$ cat src/rtl/ls_down_counter_pkg.sv
// Shared constants for the cascadable down-counter and its 4-bit stages.
package ls_down_counter_pkg;

    localparam int         NIBBLE_W    = 4;
    localparam logic [3:0] NIBBLE_ZERO = 4'h0;
    localparam logic [3:0] NIBBLE_ONES = 4'hF;

endpackage

$ cat src/rtl/ls_down_nibble.sv
// One 4-bit down-counting stage: clear > load > count > hold, borrow out when empty.
module ls_down_nibble
    import ls_down_counter_pkg::*;
(
    input  logic                clk,
    input  logic                clr,
    input  logic [NIBBLE_W-1:0] d,
    input  logic                load_n,
    input  logic                enp,
    input  logic                ent,
    output logic [NIBBLE_W-1:0] q,
    output logic                bro
);

    logic is_zero;

    assign is_zero = (q == NIBBLE_ZERO);
    assign bro     = ent && is_zero;

    always_ff @(posedge clk or posedge clr) begin
        if (clr) begin
            q <= NIBBLE_ZERO;
        end else if (!load_n) begin
            q <= d;
        end else if (enp && ent) begin
            q <= is_zero ? NIBBLE_ONES : q - 4'd1;
        end
    end

endmodule

$ cat src/rtl/ls_down_counter.sv
// Cascadable down-counter built from ls_down_nibble stages, with reload register and underflow pulse.
module ls_down_counter
    import ls_down_counter_pkg::*;
#(
    parameter int NIBBLES = 2
)
(
    input  logic                    CLK,
    input  logic                    CLR,
    input  logic [4*NIBBLES-1:0]    D,
    input  logic                    LOAD_n,
    input  logic                    ENP,
    input  logic                    ENT,
    input  logic                    AUTO_RELOAD,
    output logic [4*NIBBLES-1:0]    Q,
    output logic                    BRO,
    output logic                    TC_PULSE
);

    localparam int W = NIBBLES * NIBBLE_W;

    logic [W-1:0]     rld;
    logic [NIBBLES:0] ent_chain;
    logic             underflow;
    logic             reload;
    logic             stage_load_n;
    logic [W-1:0]     stage_d;

    assign underflow = LOAD_n && ENP && ENT && (Q == '0);
    assign reload    = underflow && AUTO_RELOAD;

    // Auto-reload reuses the stages' parallel-load path, sourcing it from RLD.
    assign stage_load_n = LOAD_n && !reload;
    assign stage_d      = LOAD_n ? rld : D;

    assign ent_chain[0] = ENT;
    assign BRO          = ent_chain[NIBBLES];

    for (genvar k = 0; k < NIBBLES; k++) begin : g_nib
        ls_down_nibble u_nib (
            .clk    (CLK),
            .clr    (CLR),
            .d      (stage_d[k*NIBBLE_W +: NIBBLE_W]),
            .load_n (stage_load_n),
            .enp    (ENP),
            .ent    (ent_chain[k]),
            .q      (Q[k*NIBBLE_W +: NIBBLE_W]),
            .bro    (ent_chain[k+1])
        );
    end

    always_ff @(posedge CLK or posedge CLR) begin
        if (CLR) begin
            rld      <= '0;
            TC_PULSE <= 1'b0;
        end else begin
            if (!LOAD_n) begin
                rld <= D;
            end
            TC_PULSE <= underflow;
        end
    end

endmodule

$ cat config.mk
export PLATFORM = sky130hd
export DESIGN_NAME = ls_down_counter
export DESIGN_NICKNAME = d
export VERILOG_FILES = /design/src/rtl/ls_down_counter_pkg.sv /design/src/rtl/ls_down_nibble.sv /design/src/rtl/ls_down_counter.sv
export SDC_FILE = /design/constraint.sdc
export NUM_CORES = 1
export LEC_CHECK = 0
export BUFFER_PORTS_ARGS = -buffer_cell sky130_fd_sc_hd__buf_2
export CAP_MARGIN = 20
export CORE_MARGIN = 5
export CORE_UTILIZATION = 30
export DETAILED_ROUTE_END_ITERATION = 8
export SYNTH_ARGS = -nofsm -noshare
export SYNTH_HDL_FRONTEND = slang
export SYNTH_SLANG_ARGS = --single-unit
$ cat constraint.sdc
create_clock -name CLK -period 4.5 [get_ports CLK]
set_input_delay 0.45 -clock CLK [delete_from_list [all_inputs] [get_ports CLK]]
set_output_delay 0.45 -clock CLK [all_outputs]
set_load 0.005 [all_outputs]
======== Word level (Yosys, flattened, before mapping) ========
Index checks and enable logic that the tools add are counted.
operators by class
  $lt $le $gt $ge ......................... 0
  bitwise gates (word level) .............. 0
  $mul .................................... 0
  shift operators ......................... 0
  equality and inequality tests ........... 2
  $add $sub $neg .......................... 2
  mux-type cells .......................... 7
  div/mod/pow operators ................... 0
  reduce and logical (&&, ||, !) cells .... 13
operators by type and width
  cell                   count
  $mux W4                6
  $logic_and A1 B1 Y1    9
  $logic_not A4 Y1       2
  $logic_not A8 Y1       1
  $mux W8                1
  $sub A4 B1 Y4 const B  2
  $ne A2 B1 Y1 const B   1
  $ne A2 B2 Y1 const B   1
  $logic_not A1 Y1       1
storage, ports and cells
  memories ................................ 0
  input port bits ......................... 14
  register bits after elaboration ......... 17
  ROM bits ................................ 0
  latch bits .............................. 0
  word-level logic and storage cells ...... 28
  RAM bits ................................ 0

======== Logic depth before layout (Yosys ltp) ========
Gate-level depths: netlist (run 1).
  depth in word-level cells ............... 7
  depth in mapped cells ................... 6
  gate-level depth less buffers ........... 6

======== Hierarchy ========
From an unflattened synthesis (run 1), not the netlist that was laid out.
unflattened totals
  cells, all modules ...................... 83
  area total of the unflattened synthesis .. 888.4 µm²
by module, submodules not included
  module           cells each  seq. area each (µm²)  times used  area each (µm²)
  ls_down_nibble   29          100.1                 2           257.7
  ls_down_counter  25          225.2                 1           372.9

======== Least setup slack after synthesis (run 1) ========
No wires, ideal clock.
  path kind ............................... reg-to-reg
  start ................................... register g_nib[0].u_nib.q[0]
  end ..................................... register g_nib[0].u_nib.q[0]
  data required time ...................... 4375 ps
  setup slack ............................. 2752 ps
  cell stages (with the launch flop) ...... 7
  arrival ................................. 1623 ps
  cell sequence ........................... dfrtp_1 inv_1 ha_1 nor3b_4 and2_4 a31oi_4 mux2_2
on the way
  longest elaborated chain between the ends .. 6
  elaborated cells on any way between the ends .. 11
  those cells by class .................... add/sub (1); eq/ne (1); mux (3); reduce/logical (6)
ends and longest elaborated chain
  what                                                                   line                  RTL
  start, declared                                                        ls_down_nibble.sv:11  output logic [NIBBLE_W-1:0] q,
  start signal, assigned                                                 ls_down_nibble.sv:26  q <= is_zero ? NIBBLE_ONES : q - 4'd1;
  parallel branches: the longest is 6 deep, another holds $sub A4 B1 Y4  n/a
Parallel ways; which one is timed is not known. The select of a mux whose other input is x is not followed.
A chain may end at the register's enable or synchronous reset.

======== Worst setup path after layout (run 1) ========
  start ................................... register g_nib[0].u_nib.q[0]
  end ..................................... output BRO
on the way
  longest elaborated chain between the ends .. 3
ends and longest elaborated chain
  what                              line                   RTL
  $logic_not A4 Y1                  ls_down_nibble.sv:17   assign is_zero = (q == NIBBLE_ZERO);
  $logic_and A1 B1 Y1 (2 in a row)  ls_down_nibble.sv:18   assign bro = ent && is_zero;
  end, declared                     ls_down_counter.sv:16  output logic BRO,
Every way passes these cells.

==> metrics, run 1 <==
Post-Route WL=1.734 mm; Area growth, synth to finish=18.27%; fill cell count=290; cell taking the most area after synthesis=dfrtp_1; Tcrit/Tclk final=46.37%; Core Util, Final=37.82%; remaining routing DRC violations=0; RSZ-0062 raised after global routing=false; HP Class=input pin to async pin; row count=19; DPL Wire Length=1.345 mm; Max Cap Viol=0; Cell variety after synth=20; first-pass GRT wire length=3.091 mm; Critical R2R Capture=g_nib[1].u_nib.q[2]$_DFFE_PP0P_; outcome=completed; vias in the first global route=668; Synth Cell Area=897.1 um2; Worst EP required=4.05 ns; CP arrival=1.64 ns; GRT overflow=0; Pleak=0.5040 nW; Pre-antenna DRT Iters=4; crit path kind=register to primary output; worst path buffer plus inverter count=2; Worst VDD drop=0.1794 mV; max_slew headroom=56.88%; final hold viol count=0; Yosys top cell area share=47.42%; final setup skew=0.01272 ns; worst-margin pin slew=0.6461 ns; Root Buffer=clkbuf_4; WL/cell=13.44 um; count of input and output buffers=23; Core ar.=2805 um2; RR Startpoint=g_nib[0].u_nib.q[0]$_DFFE_PP0P_; CP Launch Type=register; CP cell instances=inv_1 -> ha_1 -> nor3b_4 -> and3_2 -> buf_2; via count=621; Syn Area/Cell=12.29 um2; I/O pin cnt=24; Switch Pwr=0.1053 mW; clk slew on worst S/H paths=0.10 ns; final setup vio count=0; die height=64.69 um; initial antenna violation count=0; pin count of the biggest net entering global routing=18; crit-path max cell delay=0.43 ns; share of cells above drive strength 1=50.00%; Yosys reg bits=17; most common cell after layout, fill and taps aside=buf_2; gr usage total=9.552%; via/cell ratio=4.814; fmax=0.4792 GHz; sequential area share after synthesis=47.42%; Starting Density=31.98%; Pint=0.2567 mW; CTS tree=done; reg-to-reg slack, setup=2.59 ns; CP Capture Type=primary output; kind of cell adding the most delay to the critical path=simple AND/OR/NAND/NOR gates; Nets=115; DR iter-0 viols=6; Max Slew Vio Count=0; sw frac=29.09%; TritonCTS Buffers=3; CP max-delay cell=dfrtp_1; Die X=64.69 um; DIE AREA=4184 um2; reg2reg path depth=6; most frequent cells in the layout=23 x buf_2, 17 x dfrtp_1, 16 x mux2_2, 7 x inv_1, 7 x a21oi_1; Synth area leaders=dfrtp_1 47%, mux2_2 20%, nor3b_4 4.2%; Worst-Skew Late Latency=0.28 ns; combinational cell fraction of total power=25.1%; antenna cells=0; PwrDens=341.1 nW/um2; Hold Buf Count CTS=0; post_cts resized=0; post-synth net total=89; synth warn=0; postcts setup bufs=0; Clock Tree Buf Depth=2; clock power share=22.0%; crit path max fanout=7; Seq pwr share=52.9%; number of clock sinks=17; Mapped Cells=73; Final ANT Viol Nets=0; gpl congestion=0.8328; setup total negative slack=0 ns; H-tree depth=1; Final min period=2.087 ns
per-layer routing:
layer | track usage, % | wire [um] | up-vias
met5 | 0 | 0 | -
met4 | 3.958 | 17 | 0
met3 | 3.800 | 139 | 2
met2 | 14.18 | 787 | 14
met1 | 12.38 | 789 | 295
li1 | - | - | 310
Yosys cell counts:
cell type / number
mux2_2: 16
buf_2: 1
and2_4: 1
and2_1: 1
buf_6: 1
xnor2_1: 2
inv_1: 7
dfrtp_1: 17
a41oi_1: 3
and2b_2: 1
nor2_1: 4
a31oi_4: 1
nand2_1: 1
o21bai_1: 2
ha_1: 2
nor3b_4: 2
and3b_1: 1
and3_2: 2
nand3_1: 1
a21oi_1: 7
worst reg2reg max path, cell delays in order (launching register included):
cell     delay, ns
dfrtp_1       0.42
inv_1         0.08
ha_1          0.22
nor3b_4       0.18
and2_4        0.19
a31oi_4       0.33
mux2_2        0.38
flip-flops by register name, indices dropped and copies added, names as in the netlist:
name and flops:
g_nib.u_nib.q 8, rld 8, TC_PULSE 1
cell type report:
class	count	area, um2	share of cell area (%)
sequential	17	425.4	40.09
multi-input combinational	47	429.2	40.45
clock buffer	4	26.28	2.476
inverter	7	26.28	2.476
tap	31	38.79	3.656
timing repair buffer	23	115.1	10.85
through the flow:
step / setup WS (ns) / power, mW / cell area, um2 / std cells / hold slack (ns)
5_1_grt: 2.281 / 0.3910 / 1061 / 129 / 0.2827
6_report: 2.413 / 0.3619 / 1061 / 129 / 0.2330
4_1_cts: 2.401 / 0.3693 / 1061 / 129 / 0.2601
2_1_floorplan: 2.752 / 0.2551 / 897.1 / 73 / 0.3761
3_5_place_dp: 2.609 / 0.2872 / 1035 / 125 / 0.4860
3_3_place_gp: 2.669 / 0.2842 / 1035 / 125 / 0.4775
how the worst max path moves through the flow:
stage / startpoint / to / slack [ns] / depth (start not counted)
after floorplan: g_nib[0].u_nib.q[0]$_DFFE_PP0P_ / g_nib[0].u_nib.q[0]$_DFFE_PP0P_ / 2.75 / 6
after global placement: g_nib[0].u_nib.q[0]$_DFFE_PP0P_ / g_nib[1].u_nib.q[2]$_DFFE_PP0P_ / 2.67 / 6
after detailed placement: g_nib[0].u_nib.q[0]$_DFFE_PP0P_ / g_nib[1].u_nib.q[2]$_DFFE_PP0P_ / 2.61 / 6
after CTS: g_nib[0].u_nib.q[0]$_DFFE_PP0P_ / BRO / 2.40 / 5
after global routing: g_nib[0].u_nib.q[0]$_DFFE_PP0P_ / BRO / 2.28 / 5
final: g_nib[0].u_nib.q[0]$_DFFE_PP0P_ / BRO / 2.41 / 5
logic make-up (layout without fill, tap and decap cells):
family          after synthesis  count (layout)  share of synthesized area, %
flops                        17              17                         47.42
mux                          16              16                         20.08
simple gates                 14              14                         12.13
compound gates               13              13                         10.88
buf+inv                       9              34                         4.742
fa+ha+maj                     2               2                         2.789
xor+xnor                      2               2                         1.953
power by group through the flow:
stage	registers, mW	logic [mW]	clock network (mW)
after floorplan	0.193	0.0622	0
after global placement	0.194	0.0903	0
after detailed placement	0.195	0.0926	0
after CTS	0.192	0.0932	0.0844
after global routing	0.196	0.103	0.0914
final	0.191	0.0910	0.0795
Note: power is estimated with default switching activity, not from simulation.
==> inputs of run 2 (changes only) <==
--- a/config.mk
+++ b/config.mk
@@ -5,6 +5,7 @@
 export SDC_FILE = /design/constraint.sdc
 export NUM_CORES = 1
 export LEC_CHECK = 0
+export ABC_AREA = 1
 export BUFFER_PORTS_ARGS = -buffer_cell sky130_fd_sc_hd__buf_2
 export CAP_MARGIN = 20
 export CORE_MARGIN = 5
==> constraint.sdc (replaced) <==
create_clock -name CLK -period 2.12 [get_ports CLK]
set_input_delay 0.212 -clock CLK [delete_from_list [all_inputs] [get_ports CLK]]
set_output_delay 0.212 -clock CLK [all_outputs]
set_load 0.005 [all_outputs]
==> run 2 against run 1 <==
The flow now finishes with violations (negative hold slack). Critical path depth rose by 4. Highest routed layer unchanged. Sequential share of layout area shrank 4.5 points. Synthesized cell count up 84%. Largest cell class unchanged. Critical path type is now register to register. Critical endpoint is now g_nib[0].u_nib.q[1]$_DFFE_PP0P_. Routed wire length increased by 26%.
==> metrics, run 2 <==
outcome=finished with violations; failing checks=negative hold slack; via count=878 (+41%); most frequent cell after synthesis=nand2_1; Mapped Cells=134 (+84%); biggest regs=g_nib.u_nib.q: 8 flops, rld: 8 flops, TC_PULSE: 1 flops; count of input and output buffers=23 (unchanged); post_cts resized=0 (unchanged); cell taking the most area after synthesis=dfrtp_1; Critical R2R Capture=g_nib[0].u_nib.q[1]$_DFFE_PP0P_; RSZ-0062 raised after global routing=false; TritonCTS Buffers=3 (unchanged); antenna cells=0 (unchanged); post-synth net total=150 (+69%); Max Cap Viol=0 (unchanged); crit path kind=register to register; clk slew on worst S/H paths=0.10 ns (about the same); Hold Buf Count CTS=0 (unchanged); Clock Tree Buf Depth=2 (unchanged); Yosys top cell area share=41.77% (-5.7 points); final setup vio count=0 (unchanged); sequential area share after synthesis=41.77% (-5.7 points); most common cell after layout, fill and taps aside=nand2_1; pin count of the biggest net entering global routing=27 (+9); Synth Cell Area=1018 um2 (+14%); Die X=68.27 um (+5.5%); Cell variety after synth=21 (+5.0%); Core ar.=3311 um2 (+18%); Syn Area/Cell=7.601 um2 (-38%); reg2reg path depth=9 (+3); multi-input logic area=494.2 um2 (+15%); fmax=0.5797 GHz; DIE AREA=4660 um2 (+11%); Nets=175 (+52%); first-pass GRT wire length=3.815 mm (+23%); share of cells above drive strength 1=23.42% (-27 points); synth warn=0 (unchanged); Worst EP required=2.29 ns (-1.76 ns); Synth area leaders=dfrtp_1 42%, nand2_1 14%, inv_1 7.0%; HP Class=input pin to async pin; Post-synth EDFFs=0 (unchanged); WL/cell=10.71 um (-20%); reg-to-reg slack, setup=0.39 ns (-2.20 ns); final hold viol count=8 (+8); CTS tree=done; Post-Route WL=2.185 mm (+26%); Final ANT Viol Nets=0 (unchanged); CP arrival=1.90 ns (+0.26 ns); FF/Latch Area=425.4 um2 (unchanged); CP Capture Type=register; RR Startpoint=g_nib[1].u_nib.q[0]$_DFFE_PP0P_; Final Power=0.7160 mW (+98%); Worst-Skew Late Latency=0.28 ns (about the same); dpl cell area=1167 um2 (+13%); Root Buffer=clkbuf_4; initial antenna violation count=0 (unchanged); Pleak=0.6198 nW (+23%); dpl cells=200 (+60%); postcts setup bufs=0 (unchanged); Starting Density=30.76% (-1.2 points); Yosys reg bits=17 (unchanged); remaining routing DRC violations=0 (unchanged); pre-CTS WS=0.4146 ns (-2.195 ns); setup total negative slack=0 ns (unchanged); PwrDens=599.8 nW/um2 (+76%); H-tree depth=1 (unchanged); final setup skew=0.008035 ns (-0.004682 ns); Pre-antenna DRT Iters=4 (unchanged); crit path max fanout=17 (+10); vias in the first global route=900 (+35%); max_slew headroom=56.55% (-0.32 points); Tcrit/Tclk final=81.37%; Hold Slack=-0.002238 ns (-0.2352 ns); worst-margin pin slew=0.6510 ns (+0.004861 ns); number of clock sinks=17 (unchanged); synth cell count leaders=37 x nand2_1, 19 x inv_1, 17 x dfrtp_1, 10 x nand3_1; fill cell count=372 (+28%); CP Launch Type=register; most frequent cells in the layout=37 x nand2_1, 23 x buf_2, 19 x inv_1, 17 x dfrtp_1, 10 x nand3_1; die height=68.27 um (+5.5%); DR iter-0 viols=30 (+24); DPL Wire Length=1.699 mm (+26%); gpl congestion=0.8544 (+2.6%); Final min period=1.725 ns; GRT overflow=0 (unchanged); Max Slew Vio Count=0 (unchanged); row count=21 (+2); via/cell ratio=4.304 (-11%); Final Non-Filler Cells=204 (+58%); post-route cell area=1194 um2 (+12%); Area growth, synth to finish=17.20%; worst setup slack after layout=0.3949 ns (-2.018 ns); Worst VDD drop=0.3172 mV (+77%); I/O pin cnt=24 (unchanged); gr usage total=10.93% (+1.4 points); ys async rst share=100.0% (unchanged); Main synth FF type=dfrtp_1
==> run 2: cell count changes after synthesis, sizes merged, moves of 8 or more <==
| cell | before | now |
|---|---|---|
| mux2 | 16 | 0 |
| nand4 | 0 | 8 |
| o21ai | 0 | 8 |
| nand3 | 1 | 14 |
| inv | 7 | 20 |
| nand2 | 1 | 39 |
==> run 2: worst max path at each step <==
stage                                    start                         endpoint  slack [ns]
2_1_floorplan  g_nib[1].u_nib.q[0]$_DFFE_PP0P_  g_nib[1].u_nib.q[3]$_DFFE_PP0P_        0.63
3_3_place_gp   g_nib[1].u_nib.q[0]$_DFFE_PP0P_  g_nib[0].u_nib.q[2]$_DFFE_PP0P_        0.49
3_5_place_dp   g_nib[1].u_nib.q[0]$_DFFE_PP0P_  g_nib[0].u_nib.q[1]$_DFFE_PP0P_        0.41
4_1_cts        g_nib[1].u_nib.q[0]$_DFFE_PP0P_  g_nib[0].u_nib.q[1]$_DFFE_PP0P_        0.39
5_1_grt        g_nib[1].u_nib.q[0]$_DFFE_PP0P_  g_nib[0].u_nib.q[2]$_DFFE_PP0P_        0.23
6_report       g_nib[1].u_nib.q[0]$_DFFE_PP0P_  g_nib[0].u_nib.q[1]$_DFFE_PP0P_        0.39
==> run 2: metal layers <==
layer	track usage (%)	routed length [um]	vias to the layer above	share of wire (%)
met5	0	0	-	0
met4	4.467	21	0	0.96
met3	2.791	114	2	5.2
met2	17.21	977	22	45
met1	14.17	1072	381	49
li1	-	-	473	-
==> run 2: where the power goes <==
part	switching, mW	total, mW	internal (mW)
Clock	0.0983	0.171	0.0729
Sequential	0.0292	0.385	0.356
Combinational	0.0931	0.160	0.0667
==> run 2: cell families after synthesis <==
group           count (synthesis)  synth area share, %
compound gates                  8                3.931
xor+xnor                        2                1.720
fa+ha+maj                       2                2.457
buf+inv                        23                9.705
flops                          17                41.77
simple gates                   82                40.42
==> run 2: worst max-delay path, cell delays in order, from the launching register on <==
cell	delay (ns)
dfrtp_1	0.44
inv_1	0.10
ha_1	0.21
nand3_1	0.17
nor2_2	0.16
nand3_4	0.20
nand2_4	0.16
nand2_1	0.07
nand2_1	0.06
nand2_1	0.05
==> run 2: final cells by class <==
| class | instances | area share [%] |
|---|---|---|
| Timing Repair Buffer | 23 | 9.644 |
| Clock buffer | 4 | 2.201 |
| Sequential cell | 17 | 35.64 |
| Tap cell | 46 | 4.822 |
| Multi-Input combinational cell | 94 | 41.40 |
| Inverter | 20 | 6.289 |
==> run 2: through the flow <==
step           hold slack (ns)  utilization (%)
3_3_place_gp            0.3391            35.26
3_5_place_dp            0.3409            35.26
6_report             -0.002238            36.05
2_1_floorplan           0.1381                -
5_1_grt                0.07635            36.05
4_1_cts                0.01894            36.05
==> inputs of run 3 (changes only) <==
==> constraint.sdc (replaced) <==
create_clock -name CLK -period 1.6 [get_ports CLK]
set_input_delay 0.16 -clock CLK [delete_from_list [all_inputs] [get_ports CLK]]
set_output_delay 0.16 -clock CLK [all_outputs]
set_load 0.005 [all_outputs]
==> run 3 against run 2 <==
The run now ends clean. Sequential share of layout area down 3.2 points. Via count up 9.8%. Register-to-register slack worse by 0.29 ns. Clock power up 35%. Design area up 9.7%. Routed wire length up 8.5%. Clock-buffer cell count unchanged.
==> metrics, run 3 (synthesized netlist as in run 2, its figures left out) <==
outcome=completed; Final Non-Filler Cells=214 (+4.9%); via count=964 (+9.8%); final setup vio count=0 (unchanged); Worst EP required=1.78 ns (-0.51 ns); HP Class=input pin to register; DPL Wire Length=1.891 mm (+11%); antenna cells=0 (unchanged); Pint=0.6928 mW (+40%); CP Capture Type=register; final hold viol count=0 (-8); most frequent cells in the layout=36 x nand2_1, 23 x buf_2, 17 x dfrtp_1, 15 x inv_1, 9 x nand3_1; biggest regs=g_nib.u_nib.q: 8 flops, rld: 8 flops, TC_PULSE: 1 flops; Seq pwr share=49.4% (-4.4 points); count of input and output buffers=23 (unchanged); die height=68.27 um (unchanged); Final Power=1.006 mW (+41%); crit path kind=register to register; Worst VDD drop=0.2855 mV (-10%); clk slew on worst S/H paths=0.10 ns (about the same); Worst-Skew Late Latency=0.29 ns (about the same); setup total negative slack=0 ns (unchanged); DIE AREA=4660 um2 (unchanged); Clock Tree Buf Depth=2 (unchanged); DR iter-0 viols=27 (-10%); most common cell after layout, fill and taps aside=nand2_1; Max Cap Viol=0 (unchanged); first-pass GRT wire length=4.174 mm (+9.4%); Tcrit/Tclk final=93.53% (+12 points); Starting Density=30.76% (unchanged); max_slew headroom=57.12% (+0.57 points); Nets=185 (+5.7%); GRT overflow=0 (unchanged); Pleak=0.6622 nW (+6.8%); dpl cells=208 (+4.0%); Max Slew Vio Count=0 (unchanged); I/O pin cnt=24 (unchanged); fmax=0.6682 GHz (+15%); TritonCTS Buffers=3 (unchanged); gr usage total=11.99% (+1.1 points); CP Launch Type=register; Switch Pwr=0.3132 mW (+42%); PwrDens=768.0 nW/um2 (+28%); via/cell ratio=4.505 (+4.7%); Core ar.=3311 um2 (unchanged); Final min period=1.496 ns (-0.2286 ns); initial antenna violation count=0 (unchanged); Post-Route WL=2.371 mm (+8.5%); H-tree depth=1 (unchanged); row count=21 (unchanged); combinational cell fraction of total power=27.8% (+5.5 points); crit path max fanout=10 (-7); CTS tree=done; Die X=68.27 um (unchanged); pin count of the biggest net entering global routing=18 (-33%); Final ANT Viol Nets=0 (unchanged); clock power share=22.8% (-1.1 points); CP arrival=1.67 ns (-0.23 ns); final setup skew=0.001601 ns (-0.006434 ns); RSZ-0062 raised after global routing=false; remaining routing DRC violations=0 (unchanged); sw frac=31.13% (+0.32 points); share of cells above drive strength 1=32.74% (+9.3 points); worst-margin pin slew=0.6425 ns (-0.008504 ns); gpl congestion=0.9023 (+5.6%); vias in the first global route=960 (+6.7%); number of clock sinks=17 (unchanged); WL/cell=11.08 um (+3.4%); Area growth, synth to finish=28.62%; Root Buffer=clkbuf_4; Pre-antenna DRT Iters=4 (unchanged)
## run 3: cell count changes in the layout (fill, tap and decap cells not counted), sizes merged
cell / change
buf: +9
dlygate4sd3: +1
## run 3: power groups by stage
stage / combinational [mW] / sequential, mW / clock (mW)
after floorplan: 0.141 / 0.513 / 0
after global placement: 0.253 / 0.503 / 0
after detailed placement: 0.257 / 0.505 / 0
after CTS: 0.264 / 0.496 / 0.243
after global routing: 0.325 / 0.504 / 0.268
final: 0.279 / 0.497 / 0.230
## run 3: worst max-delay path: stages, from the launching register on
cell	delay, ns
dfrtp_1	0.39
inv_1	0.11
ha_4	0.16
nand2_2	0.08
nor2_2	0.15
nand3_4	0.15
buf_4	0.20
nand4_1	0.08
nand3_1	0.07
## run 3: repair_timing
item | 4_1_cts | 5_1_grt
hold buffers | 1 | 0
pin swaps | 0 | 2
setup buffers | 0 | 1
setup endpoints to repair | 1 | 8
gates resized for setup | 2 | 10
endpoints found under the hold margin | 17 | 0
## run 3: area by class of cell
cell class / count / area [um2]
inverter: 20 / 75.07
sequential: 17 / 425.4
tap: 46 / 57.56
clock buffer: 4 / 26.28
timing repair buffer: 33 / 196.4
fill: 378 / 2001
multi-input combinational: 94 / 529.3
## run 3: path summary, 6_finish.rpt
check                           cells after the start                             from                               to  slack (ns)
worst max-delay path                                8  g_nib[0].u_nib.q[1]$_DFFE_PP0P_  g_nib[0].u_nib.q[3]$_DFFE_PP0P_        0.10
worst min-delay path                                3                             D[7]                 rld[7]$_DFF_PP0_        0.10
worst max register to register                      8  g_nib[0].u_nib.q[1]$_DFFE_PP0P_  g_nib[0].u_nib.q[3]$_DFFE_PP0P_        0.10
worst min register to register                      2                 rld[7]$_DFF_PP0_                 rld[7]$_DFF_PP0_        0.50
max in group asynchronous                           3                              CLR  g_nib[0].u_nib.q[3]$_DFFE_PP0P_        0.70
min in group asynchronous                           3                              CLR                 rld[7]$_DFF_PP0_        0.49
## run 3: per-stage QoR
step / hold slack [ns] / utilization, % / area [um2] / setup WS [ns]
final: 0.1007 / 39.57 / 1310 / 0.1035
after global routing: 0.1047 / 39.57 / 1310 / 0.006321
after CTS: 0.08838 / 38.40 / 1271 / 0.0001128
after detailed placement: 0.2885 / 37.07 / 1227 / 0.05058
after global placement: 0.2829 / 37.07 / 1227 / 0.1055
after floorplan: 0.08607 / - / 1018 / 0.1104
## run 3: per-layer routing
metal / global-route usage (%) / part of all wire [%] / wire [um]
met3: 2.956 / 6.7 / 159
met2: 19.13 / 45 / 1076
met4: 5.211 / 1.3 / 32
met5: 0 / 0 / 0
met1: 15.25 / 46 / 1102
